$ cat src/rtl/rv32i_pkg.sv
// Shared RV32I pipeline definitions: widths, bubble encoding and the
// 2-bit branch predictor counter helpers.
package rv32i_pkg;

    localparam int          PC_W     = 13;
    localparam logic [31:0] NOP_INST = 32'd0;

    typedef enum logic [1:0] {
        SNT = 2'b00,
        WNT = 2'b01,
        WT  = 2'b10,
        ST  = 2'b11
    } ctr_e;

    function automatic logic [1:0] sat_inc(input logic [1:0] c);
        return (c == ST) ? ST : c + 2'd1;
    endfunction

    function automatic logic [1:0] sat_dec(input logic [1:0] c);
        return (c == SNT) ? SNT : c - 2'd1;
    endfunction

endpackage

$ cat src/rtl/fetch_stage_btb.sv
// Direct-mapped branch target buffer with 2-bit saturating counters.
// One combinational lookup port and one registered update port.
module btb
    import rv32i_pkg::*;
#(
    parameter int IDX_W = 4,
    parameter int PC_W  = rv32i_pkg::PC_W
) (
    input  logic            i_clk,
    input  logic            i_rst_n,
    input  logic [PC_W-1:0] i_lookup_pc,
    output logic            o_pred_taken,
    output logic [PC_W-1:0] o_pred_target,
    input  logic            i_upd_valid,
    input  logic [PC_W-1:0] i_upd_pc,
    input  logic            i_upd_taken,
    input  logic [PC_W-1:0] i_upd_target
);

    localparam int ENTRIES = 1 << IDX_W;
    localparam int TAG_W   = PC_W - IDX_W - 2;

    logic              r_valid  [ENTRIES];
    logic [TAG_W-1:0]  r_tag    [ENTRIES];
    logic [PC_W-1:0]   r_target [ENTRIES];
    logic [1:0]        r_ctr    [ENTRIES];

    logic [IDX_W-1:0]  w_idx;
    logic [IDX_W-1:0]  w_uidx;
    logic [TAG_W-1:0]  w_tag;
    logic [TAG_W-1:0]  w_utag;
    logic              w_hit;
    logic              w_uhit;
    logic              w_unused_lsb;

    assign w_idx  = i_lookup_pc[IDX_W+1:2];
    assign w_tag  = i_lookup_pc[PC_W-1:IDX_W+2];
    assign w_uidx = i_upd_pc[IDX_W+1:2];
    assign w_utag = i_upd_pc[PC_W-1:IDX_W+2];

    // Instructions are word aligned, so the byte-offset bits carry no information.
    assign w_unused_lsb = ^{i_lookup_pc[1:0], i_upd_pc[1:0]};

    assign w_hit         = r_valid[w_idx] && (r_tag[w_idx] == w_tag);
    assign w_uhit        = r_valid[w_uidx] && (r_tag[w_uidx] == w_utag);
    assign o_pred_taken  = w_hit && r_ctr[w_idx][1];
    assign o_pred_target = r_target[w_idx];

    always_ff @(posedge i_clk or negedge i_rst_n) begin
        if (!i_rst_n) begin
            for (int i = 0; i < ENTRIES; i++) begin
                r_valid[i]  <= 1'b0;
                r_tag[i]    <= '0;
                r_target[i] <= '0;
                r_ctr[i]    <= WNT;
            end
        end else if (i_upd_valid) begin
            if (w_uhit) begin
                r_ctr[w_uidx] <= i_upd_taken ? sat_inc(r_ctr[w_uidx]) : sat_dec(r_ctr[w_uidx]);
                if (i_upd_taken) begin
                    r_target[w_uidx] <= i_upd_target;
                end
            end else if (i_upd_taken) begin
                // Only taken branches allocate; a fresh entry starts weakly taken.
                r_valid[w_uidx]  <= 1'b1;
                r_tag[w_uidx]    <= w_utag;
                r_target[w_uidx] <= i_upd_target;
                r_ctr[w_uidx]    <= WT;
            end
        end
    end

endmodule

$ cat src/rtl/fetch_stage.sv
// RV32I instruction-fetch stage: fetch PC, BTB-driven next-PC selection and
// the F/D pipeline register, with redirect taking priority over stall.
module fetch_stage
    import rv32i_pkg::*;
#(
    parameter int              BTB_IDX_W = 4,
    parameter int              PC_W      = rv32i_pkg::PC_W,
    parameter logic [PC_W-1:0] RESET_PC  = '0
) (
    input  logic            CLK,
    input  logic            NRST,
    output logic [PC_W-1:0] imem_addr,
    input  logic [31:0]     imem_rdata,
    input  logic            stall,
    input  logic            fail_predictE,
    input  logic [PC_W-1:0] nextpc,
    input  logic            upd_valid,
    input  logic [PC_W-1:0] upd_pc,
    input  logic            upd_taken,
    input  logic [PC_W-1:0] upd_target,
    output logic [PC_W-1:0] pcD,
    output logic [31:0]     instD,
    output logic            pred_takenD
);

    logic [PC_W-1:0] r_pc_f;
    logic [PC_W-1:0] r_pc_d;
    logic [31:0]     r_inst_d;
    logic            r_pred_d;

    logic            w_pred_taken;
    logic [PC_W-1:0] w_pred_target;
    logic [PC_W-1:0] w_pred_next;

    btb #(
        .IDX_W (BTB_IDX_W),
        .PC_W  (PC_W)
    ) u_btb (
        .i_clk         (CLK),
        .i_rst_n       (NRST),
        .i_lookup_pc   (r_pc_f),
        .o_pred_taken  (w_pred_taken),
        .o_pred_target (w_pred_target),
        .i_upd_valid   (upd_valid),
        .i_upd_pc      (upd_pc),
        .i_upd_taken   (upd_taken),
        .i_upd_target  (upd_target)
    );

    // Sequential +4 wraps naturally at the PC width.
    assign w_pred_next = w_pred_taken ? w_pred_target : r_pc_f + PC_W'(4);

    always_ff @(posedge CLK or negedge NRST) begin
        if (!NRST) begin
            r_pc_f   <= RESET_PC;
            r_pc_d   <= '0;
            r_inst_d <= NOP_INST;
            r_pred_d <= 1'b0;
        end else if (fail_predictE) begin
            r_pc_f   <= nextpc;
            r_pc_d   <= '0;
            r_inst_d <= NOP_INST;
            r_pred_d <= 1'b0;
        end else if (!stall) begin
            r_pc_f   <= w_pred_next;
            r_pc_d   <= r_pc_f;
            r_inst_d <= imem_rdata;
            r_pred_d <= w_pred_taken;
        end
    end

    assign imem_addr   = r_pc_f;
    assign pcD         = r_pc_d;
    assign instD       = r_inst_d;
    assign pred_takenD = r_pred_d;

endmodule

$ cat config.mk
export PLATFORM = sky130hd
export DESIGN_NAME = fetch_stage
export DESIGN_NICKNAME = d
export VERILOG_FILES = /design/src/rtl/rv32i_pkg.sv /design/src/rtl/fetch_stage_btb.sv /design/src/rtl/fetch_stage.sv
export SDC_FILE = /design/constraint.sdc
export NUM_CORES = 1
export LEC_CHECK = 0
export ABC_CLOCK_PERIOD_IN_PS = 3400
export BUFFER_PORTS_ARGS = -buffer_cell sky130_fd_sc_hd__clkbuf_2
export CORE_MARGIN = 10
export CORE_UTILIZATION = 55
export DETAILED_ROUTE_END_ITERATION = 8
export PLACE_DENSITY = 0.75
export SYNTH_ARGS = -nofsm -noshare
export SYNTH_HDL_FRONTEND = slang
export SYNTH_SLANG_ARGS = --single-unit
export TNS_END_PERCENT = 30
$ cat constraint.sdc
create_clock -name CLK -period 3.4 [get_ports CLK]
set_input_delay 0 -clock CLK [delete_from_list [all_inputs] [get_ports CLK]]
set_output_delay 0 -clock CLK [all_outputs]
set_load 0.03 [all_outputs]
**Word level (Yosys, flattened, before mapping)**

Index checks and enable logic that the tools add are counted.

- Output and inout port bits: 59
- Input port bits: 77
- Bits in registers: 427
- Logic and storage cells: 140

- Mux-type cells: 46
- Order comparisons: 3
- Equality and inequality tests: 4
- $add $sub $neg: 3
- Bitwise gates (word level): 7
- Reduce and logical (&&, ||, !) cells: 9

Operator list:

| operator | count |
|---|---|
| $bwmux 208 | 1 |
| $mux 32 | 4 |
| $bwmux 112 | 1 |
| $mux 13 | 8 |
| $bmux 7 s4 | 2 |
| $bmux 13 s4 | 1 |
| $demux 13 s4 | 1 |
| $mux 7 | 5 |
| $bwmux 32 | 1 |
| $or 16x16->16 | 2 |
| $demux 7 s4 | 1 |
| $and 16x16->16 | 1 |
| $bmux 2 s4 | 2 |
| $mux 2 | 8 |
| $not 16->16 | 1 |
| $eq 7x7->1 | 2 |
| $add 13x3->13 const B | 1 |
| $ge 5x5->1 const B | 2 |
| $not 4->5 | 2 |
| $bmux 1 s4 | 2 |
| $demux 2 s4 | 1 |
| $mux 1 | 7 |
| $lt 5x1->1 const B | 1 |
| $demux 1 s4 | 1 |
| other kinds (10) | 14 |

**Depth between registers and ports, before layout**

Gate-level depths: netlist of run 1.

- Depth in word-level cells: 10
- Gate-level depth with buffers: 14
- Depth with buffers taken out: 8

**By module**

From an unflattened synthesis of run 1, not the netlist that was laid out.

- Cell total of the unflattened synthesis: 1460
- Area total of the unflattened synthesis: 20995.1 sq um

Modules (own cells, without submodules):

| module | cells each | area an instance (sq um) | instances | sequential area each (sq um) |
|---|---|---|---|---|
| btb | 1207 | 18286.3 | 1 | 9228.9 |
| fetch_stage | 253 | 2708.8 | 1 | 1476.4 |

**Worst setup path before layout of run 1**

Ideal clock, no wire load.

- Path type: register -> register
- Start: reg r_pc_f[2] (netlist: imem_addr[2])
- End: reg r_pc_f[12] (netlist: imem_addr[12])
- Data required time: 3.258 ns
- Period minus slack after synthesis: 3.197 ns
- Data arrival time: 3.055 ns
- Stages on the path, launching flop included: 10
- Setup slack: 0.203 ns
- Path buffers: 5
- Library setup time: 0.142 ns
- Cell sequence: dfrtp_1 > buf_4 > buf_2 > buf_2 > buf_2 > buf_2 > mux4_2 > mux4_2 > mux2i_1 > o221ai_1

- Word-level cells in the longest chain between the ends: 10
- Elaborated cells between the ends (all ways): 20
- Classes of those cells: add/sub: 1; eq/ne: 1; mux: 15; bitwise: 1; reduce/logical: 2

RTL lines:

| what | line | text |
|---|---|---|
| start: declaration | fetch_stage.sv:26 | `logic [PC_W-1:0] r_pc_f;` |
| start signal: assignment | fetch_stage.sv:60 | `r_pc_f <= nextpc;` |
| start signal: assignment | fetch_stage.sv:65 | `r_pc_f <= w_pred_next;` |
| $not 4->5 (implied by the code) | fetch_stage_btb.sv:44, fetch_stage_btb.sv:46, fetch_stage_btb.sv:47 |  |
| $bmux 7 s4 | fetch_stage_btb.sv:44 | `assign w_hit = r_valid[w_idx] && (r_tag[w_idx] == w_tag);` |
| $mux 7 (implied by the code) (2 in series) | fetch_stage_btb.sv:44 |  |
| $eq 7x7->1 | fetch_stage_btb.sv:44 |  |
| $logic_and 1x1->1 | fetch_stage_btb.sv:44 |  |
| $logic_and 1x1->1 | fetch_stage_btb.sv:46 | `assign o_pred_taken = w_hit && r_ctr[w_idx][1];` |
| $mux 13 * | fetch_stage.sv:51 | `assign w_pred_next = w_pred_taken ? w_pred_target : r_pc_f + PC_W'(4);` |
| $mux 13 * | fetch_stage.sv:64 | `end else if (!stall) begin` |
| $mux 13 * | fetch_stage.sv:59 | `end else if (fail_predictE) begin` |

Mark *: on every way between the ends. The rest lies on a longest branch, timed or not. The select of a mux whose other input is x is not followed.
A chain may end at the register's enable or synchronous reset.

**Final worst setup path of run 1**

- Start: reg u_btb.r_tag[19] (netlist name)
- End: reg u_btb.r_tag[44] (netlist name)

- Word-level cells in the longest chain between the ends: 7

RTL lines:

| what | line | text |
|---|---|---|
| start: declaration | fetch_stage_btb.sv:24 | `logic [TAG_W-1:0] r_tag [ENTRIES];` |
| start signal: indexed assignment | fetch_stage_btb.sv:66 | `r_tag[w_uidx] <= w_utag;` |
| $bmux 7 s4 | fetch_stage_btb.sv:45 | `assign w_uhit = r_valid[w_uidx] && (r_tag[w_uidx] == w_utag);` |
| $mux 7 (implied by the code) (2 in series) | fetch_stage_btb.sv:45 |  |
| $eq 7x7->1 | fetch_stage_btb.sv:45 |  |
| $logic_and 1x1->1 | fetch_stage_btb.sv:45 |  |
| $not 1->1 (no line) | -- |  |
| $reduce_and 3->1 (no line) | -- |  |

Every way passes these cells. The select of a mux whose other input is x is not followed.

==> results of run 1 <==
==> state kept, by name, indices dropped and copies added, names as in the netlist <==
signal	cells
imem_addr	13
instD	32
pcD	13
pred_takenD	1
u_btb.r_ctr	32
u_btb.r_tag	112
u_btb.r_target	208
u_btb.r_valid	16
==> metal layers <==
layer / vias to the layer above / share of wire
li1: 5856 / -
met1: 7326 / 0.41
met2: 480 / 0.49
met3: 133 / 0.060
met4: 0 / 0.040
met5: - / 0
==> synthesized netlist by cell type (8+ instances only) <==
cell and n:
nor2_1 81, or2_2 12, mux4_2 126, nand2_1 30, inv_1 22, dfstp_2 16, a21oi_1 10, clkbuf_1 61
mux2_1 21, mux2_4 35, dfrtp_1 411, o21a_1 12, mux2i_1 90, buf_2 30, buf_1 10, o32ai_2 9
nand3_1 15, o21ai_0 11, nand2b_1 8, buf_6 11, mux2_2 265, and3_1 8, xnor2_1 21
==> cell families after synthesis <==
family                   count (synthesis)
AO/OA/AOI/OAI                          101
XOR/XNOR                                24
adder cells (fa/ha/maj)                  2
buffers and inverters                  141
flip-flops                             427
multiplexers                           542
AND/OR/NAND/NOR                        217
==> worst max-delay path: cells and delay by family, from the launching register on <==
kind          cells  cell delay (ns)
buf+inv           1             0.17
flops             1             0.38
simple gates      3             1.03
xor+xnor          1             0.13
mux               3             1.46
==> power by group <==
group	switching [mW]	internal [mW]	leakage (nW)
sequential	0.648	6.03	5.38
combinational	1.44	1.87	5.02
clock	2.05	2.77	0.714
total	4.13	10.7	11.1
==> stage by stage <==
step / instances / util / total power [mW]
floorplan: 1454 / - / 8.917
global placement: 2052 / 0.5900 / 9.763
detailed placement: 2052 / 0.5900 / 9.927
CTS: 2206 / 0.6466 / 14.82
global route: 2213 / 0.6484 / 15.41
finish: 2214 / 0.6485 / 14.80
==> area by class of cell <==
class	count	area, um^2
Antenna cell	1	2.502
Fill cell	2723	13520
Sequential cell	427	10720
Timing Repair Buffer	278	2085
Inverter	23	86.33
Clock inverter	15	131.4
Tap cell	518	648.1
Multi-Input combinational cell	886	9961
Clock buffer	66	1315
==> final timing paths <==
path	slack, ns	to	start
setup / recovery	0.08	u_btb.r_tag[44]	u_btb.r_tag[19]
hold / removal	0.07	u_btb.r_tag[55]	NRST
setup reg to reg	0.08	u_btb.r_tag[44]	u_btb.r_tag[19]
hold reg to reg	0.47	u_btb.r_ctr[10]	u_btb.r_ctr[10]
max in group asynchronous	2.14	u_btb.r_target[22]	NRST
min in group CLK	0.07	u_btb.r_ctr[4]	upd_pc[5]
==> what timing repair did <==
item	CTS	global route
hold buffers	73	0
setup endpoints to repair	0	5
endpoints found under the hold margin	465	0
resized for setup	0	1
setup buffers	0	7
==> metrics.md, run 1 <==
| Metric | Value |
|---|---|
| Commonest non-fill, non-tap cell in the layout | dfrtp_1 |
| Number of antenna-violating nets in the routed design | 0 |
| Final-report max-slew violation count | 0 |
| Share of flip-flops with an asynchronous set or reset after synthesis | 1.000 |
| Residual DRC | 0 |
| Starting density of the core | 0.5545 |
| Maximum fanout along the worst path | 14 |
| Post-synthesis compound-gate area fraction | 0.04194 |
| Number of antenna violations at the first check in global routing | 1 |
| Slowest CP cell | nor3_2 |
| Cell leakage power | 11.11 nW |
| DIE WIDTH | 216.9 um |
| Routability congestion estimate from global placement | 0.8280 |
| Clock insertion delay at the later pin of the skew report | 0.57 ns |
| Max-slew headroom | 0.2866 |
| Number of port buffers | 133 |
| Classification of the worst-slack hold path | input pin to async pin |
| CTS tree | built |
| Number of levels the H-tree was split into | 2 |
| Die area | 47060 um^2 |
| Total of warnings raised by yosys | 0 |
| Yosys cell types | 71 |
| Required arrival time at the worst endpoint | 3.84 ns |
| Mapped cell area | 21330 um^2 |
| Clock root cell | clkbuf_16 |
| Delay of the slowest critical-path stage | 0.80 ns |
| Post-synthesis simple-gate area fraction | 0.05614 |
| Top cells by area in the synthesized netlist | dfrtp_1, mux2_2, mux4_2, mux2i_1, mux2_4 |
| Detailed placement HPWL | 35.17 mm |
| Die Y-Extent | 216.9 um |
| Total routing usage reported by global routing | 0.2365 |
| Synth top area share | 0.4822 |
| Final Cell Area | 24940 um^2 |
| Max rail drop VDD | 0.4418 mV |
| Most utilized layer in the global route result | met2 |
| Setup total negative slack | 0 ns |
| Final Hold Fails | 0 |
| Area of placed instances | 22690 um^2 |
| Core outline area | 38470 um^2 |
| Hold Slack | 0.06887 ns |
| Number of detailed-route iterations in the first pass | 5 |
| Final worst path period share | 0.9763 |
| Vias after detailed routing | 13800 |
| Maximum number of pins on one net before global-route repair | 107 |
| Xor-xnor portion of the synthesized cell area | 0.009855 |
| Commonest register cell after synthesis | dfrtp_1 |
| Fraction of layout instances using a drive strength above 1 | 0.4578 |
| Min Clock Period, post-route | 3.320 ns |
| Adder-Cell Fraction of Synth Area | 0.001056 |
| Crit. End Element | flop |
| Number of global-route vias before repair | 14630 |
| Register clock-pin slew on the reported worst setup and hold paths | 0.06 ns |
| Max cap viols | 0 |
| Routed WL | 56.12 mm |
| Avg Inst Size Synth | 14.67 um^2 |
| Worst-margin pin slew | 1.064 ns |
| Number of failing setup endpoints in the final timing report | 0 |
| Global-route met2 utilization | 0.3865 |
| Via density per instance | 6.231 |
| Result of the run | finished clean |
| Cell count after synthesis | 1454 |
| Wire length of the first global-routing pass | 87.29 mm |
| Overall overflow remaining after global route | 0 |
| CP cell instances | mux4_1 -> mux4_2 -> xnor2_1 -> nand2_1 -> nor4_4 -> buf_12 -> nor3_2 -> mux2_2 |
| Dominant combinational cell family by area after synthesis | multiplexers |
| Number of CTS-inserted buffers | 45 |
| Synthesis-stage register bit count | 427 |
| Met1 Track Usage GR | 0.3075 |
| Pre-CTS setup slack | 0.1158 ns |
| Commonest non-fill, non-tap cells in the layout | dfrtp_1, mux2_2, clkbuf_2, mux4_2, mux2i_1 |
| Num ports | 136 |
| Crit start category | flop |
| Category of the most critical setup path | flop to flop |
| Share of synthesized area spent on multiplexers | 0.3571 |
| Final Net Count | 1739 |
| Met3 Track Usage GR | 0.04521 |
| Setup repair after global routing missed its margin | false |
| Final worst setup slack | 0.08048 ns |
| Iteration-0 DRC Markers | 1361 |
| Clock Skews | 0.01525 ns |
| Depth of the worst register-to-register path | 8 |
| Fmax | 301.2 MHz |
| EDFF count, synth | 0 |
| Arr. time, crit path | 3.76 ns |
| Max Buffers Root-to-Sink | 3 |
| FP Rows | 72 |
| Net count after synthesis | 1532 |
| Power density relative to cell area | 593.3 nW/um^2 |
| Routed wire length per instance | 25.35 um |
| Area Growth Syn to Fin | 16.94% |
| Leading area contributor after synthesis | dfrtp_1 |
| Clk sink count | 427 |
| Sequential-to-total area share from yosys stat | 0.5019 |
Power figures use the tool's default switching activity.
==> run 2: changes to the inputs <==
- RECOVER_POWER: default -> 100
==> metrics.md, run 2 (synthesis results as in run 1) <==
| Metric | Value |
|---|---|
| Setup total negative slack | 0 ns (unchanged) |
| Number of antenna-violating nets in the routed design | 0 (unchanged) |
| Residual DRC | 0 (unchanged) |
| Routed wire length per instance | 25.29 um (was 25.35 um) |
| Commonest non-fill, non-tap cells in the layout | dfrtp_1, mux2_2, mux4_2, clkbuf_1, mux2i_1 (was dfrtp_1, mux2_2, clkbuf_2, mux4_2, mux2i_1) |
| Maximum number of pins on one net before global-route repair | 107 (unchanged) |
| Worst-margin pin slew | 1.972 ns (was 1.064 ns) |
| Clock Skews | 0.01797 ns (was 0.01525 ns) |
| Wire length of the first global-routing pass | 87.29 mm (unchanged) |
| CP cell instances | mux4_1 -> mux4_2 -> xnor2_1 -> nand2_1 -> nor4_4 -> buf_12 -> nor3_2 -> mux2_2 (unchanged) |
| Final-report max-slew violation count | 115 (was 0) |
| Routed WL | 56.00 mm (was 56.12 mm) |
| Vias after detailed routing | 13750 (was 13800) |
| Destination of the worst register-to-register timing path | u_btb.r_tag[44] (unchanged) |
| Crit. End Element | flop (unchanged) |
| Max cap viols | 2 (was 0) |
| Number of global-route vias before repair | 14630 (unchanged) |
| Number of port buffers | 133 (unchanged) |
| Clock root cell | clkbuf_16 (unchanged) |
| Fraction of layout instances using a drive strength above 1 | 0.3770 (was 0.4578) |
| Final worst path period share | 0.9742 (was 0.9763) |
| Final Hold Fails | 0 (unchanged) |
| Classification of the worst-slack hold path | input pin to async pin (unchanged) |
| Number of levels the H-tree was split into | 2 (unchanged) |
| Number of detailed-route iterations in the first pass | 5 (unchanged) |
| Starting density of the core | 0.5545 (unchanged) |
| Register with the highest flop count | u_btb.r_target (unchanged) |
| Routability congestion estimate from global placement | 0.8280 (unchanged) |
| DIE WIDTH | 216.9 um (unchanged) |
| Register clock-pin slew on the reported worst setup and hold paths | 0.06 ns (about the same) |
| Arr. time, crit path | 3.75 ns (was 3.76 ns) |
| Min Clock Period, post-route | 3.312 ns (was 3.320 ns) |
| Number of flip-flops in the largest register | 208 (unchanged) |
| Number of CTS-inserted buffers | 45 (unchanged) |
| Setup repair after global routing missed its margin | false (unchanged) |
| Die Y-Extent | 216.9 um (unchanged) |
| Delay of the slowest critical-path stage | 0.81 ns (was 0.80 ns) |
| Max-slew headroom | -0.3149 (was 0.2866) |
| Violations in the final reports | max-capacitance violations, max-slew violations |
| Register area | 10710 um^2 (was 10720 um^2) |
| Overall overflow remaining after global route | 0 (unchanged) |
| Max Buffers Root-to-Sink | 3 (unchanged) |
| Crit start category | flop (unchanged) |
| Core outline area | 38470 um^2 (unchanged) |
| Required arrival time at the worst endpoint | 3.84 ns (about the same) |
| Clock insertion delay at the later pin of the skew report | 0.57 ns (about the same) |
| Result of the run | complete, but fails checks (was finished clean) |
| Total routing usage reported by global routing | 0.2365 (unchanged) |
| Cell leakage power | 10.74 nW (was 11.11 nW) |
| Category of the most critical setup path | flop to flop (unchanged) |
| Maximum fanout along the worst path | 14 (unchanged) |
| Via density per instance | 6.211 (was 6.231) |
| Number of antenna violations at the first check in global routing | 1 (unchanged) |
| Hold Slack | 0.05971 ns (was 0.06887 ns) |
| Depth of the worst register-to-register path | 8 (unchanged) |
| CTS tree | built (unchanged) |
| Commonest non-fill, non-tap cell in the layout | dfrtp_1 (unchanged) |
| Clk sink count | 427 (unchanged) |
| End-of-flow core utilization | 0.6364 (was 0.6485) |
| Setup slack of the worst register-to-register path | 0.09 ns (was 0.08 ns) |
| Number of failing setup endpoints in the final timing report | 0 (unchanged) |
| Final Net Count | 1739 (unchanged) |
| Slowest CP cell | nor3_2 (unchanged) |
| Fill count | 2859 (was 2723) |
| Startpoint of the most critical register-to-register path | u_btb.r_tag[19] (unchanged) |
| Iteration-0 DRC Markers | 1287 (was 1361) |
| Max rail drop VDD | 0.4417 mV (was 0.4418 mV) |
| Die area | 47060 um^2 (unchanged) |
| Power density relative to cell area | 599.5 nW/um^2 (was 593.3 nW/um^2) |
| Fmax | 301.9 MHz (was 301.2 MHz) |
| Detailed placement HPWL | 35.17 mm (unchanged) |
| Largest registers in the final layout | u_btb.r_target: 208 flops, u_btb.r_tag: 112 flops (unchanged) |
| FP Rows | 72 (unchanged) |
| Num ports | 136 (unchanged) |
| Area taken by multi-input logic gates | 9711 um^2 (was 9961 um^2) |
| Area Growth Syn to Fin | 14.77% (was 16.94%) |
## run 2: cell count changes in the layout (fill, tap and decap cells not counted), sizes merged
cell	before	now
clkbuf	197	227
buf	74	44
## run 2: per-stage QoR
step	area [um^2]	power [mW]	setup slack [ns]	std cells
after floorplan	21330	8.917	0.2029	1454
after global placement	22690	9.763	0.1632	2052
after detailed placement	22690	9.927	0.1158	2052
after CTS	24870	14.82	0.09128	2206
after global routing	24480	15.29	0.01735	2213
final	24480	14.68	0.08789	2214
## run 2: final cells by class
class | count | share of cell area
antenna | 1 | 0.0001022
clock buffer | 66 | 0.05372
clock inverter | 15 | 0.005366
inverter | 23 | 0.003527
multi-input combinational | 886 | 0.3967
sequential | 427 | 0.4376
tap | 518 | 0.02647
timing repair buffer | 278 | 0.07651
## run 2: timing repair
action                                  4_1_cts  5_1_grt
endpoints found under the setup margin        0        5
resized for setup                             0        1
endpoints found under the hold margin       465        0
setup buffers                                 0        7
hold buffers                                 73        0
## run 2: worst max path at each step
stage	from	cells after the start	to
finish	u_btb.r_tag[19]	8	u_btb.r_tag[44]
global route	imem_addr[3]	9	imem_addr[11]
CTS	u_btb.r_tag[19]	8	u_btb.r_tag[44]
detailed placement	u_btb.r_tag[19]	8	u_btb.r_tag[44]
global placement	upd_pc[2]	10	u_btb.r_tag[43]
floorplan	imem_addr[2]	9	imem_addr[12]
## run 2: per-layer routing
metal  GRT usage  wire length, um  up-vias
met5           0                0        -
met4     0.09508             2171        0
met3     0.04521             3409      135
met2      0.3865            27800      485
met1      0.3075            22610     7266
li1            -                -     5866
## run 2: power by group
part	internal [mW]	switching (mW)	total [mW]
clock network	2.77	2.05	4.82
registers	6.03	0.639	6.66
logic	1.77	1.43	3.20
## run 2: worst max-delay path: cells and delay by family, from the launching register on
family | cells | cell delay, ns
muxes | 3 | 1.46
and+or+nand+nor | 3 | 1.04
DFF | 1 | 0.38
buffers and inverters | 1 | 0.17
xor gates and xnor gates | 1 | 0.13
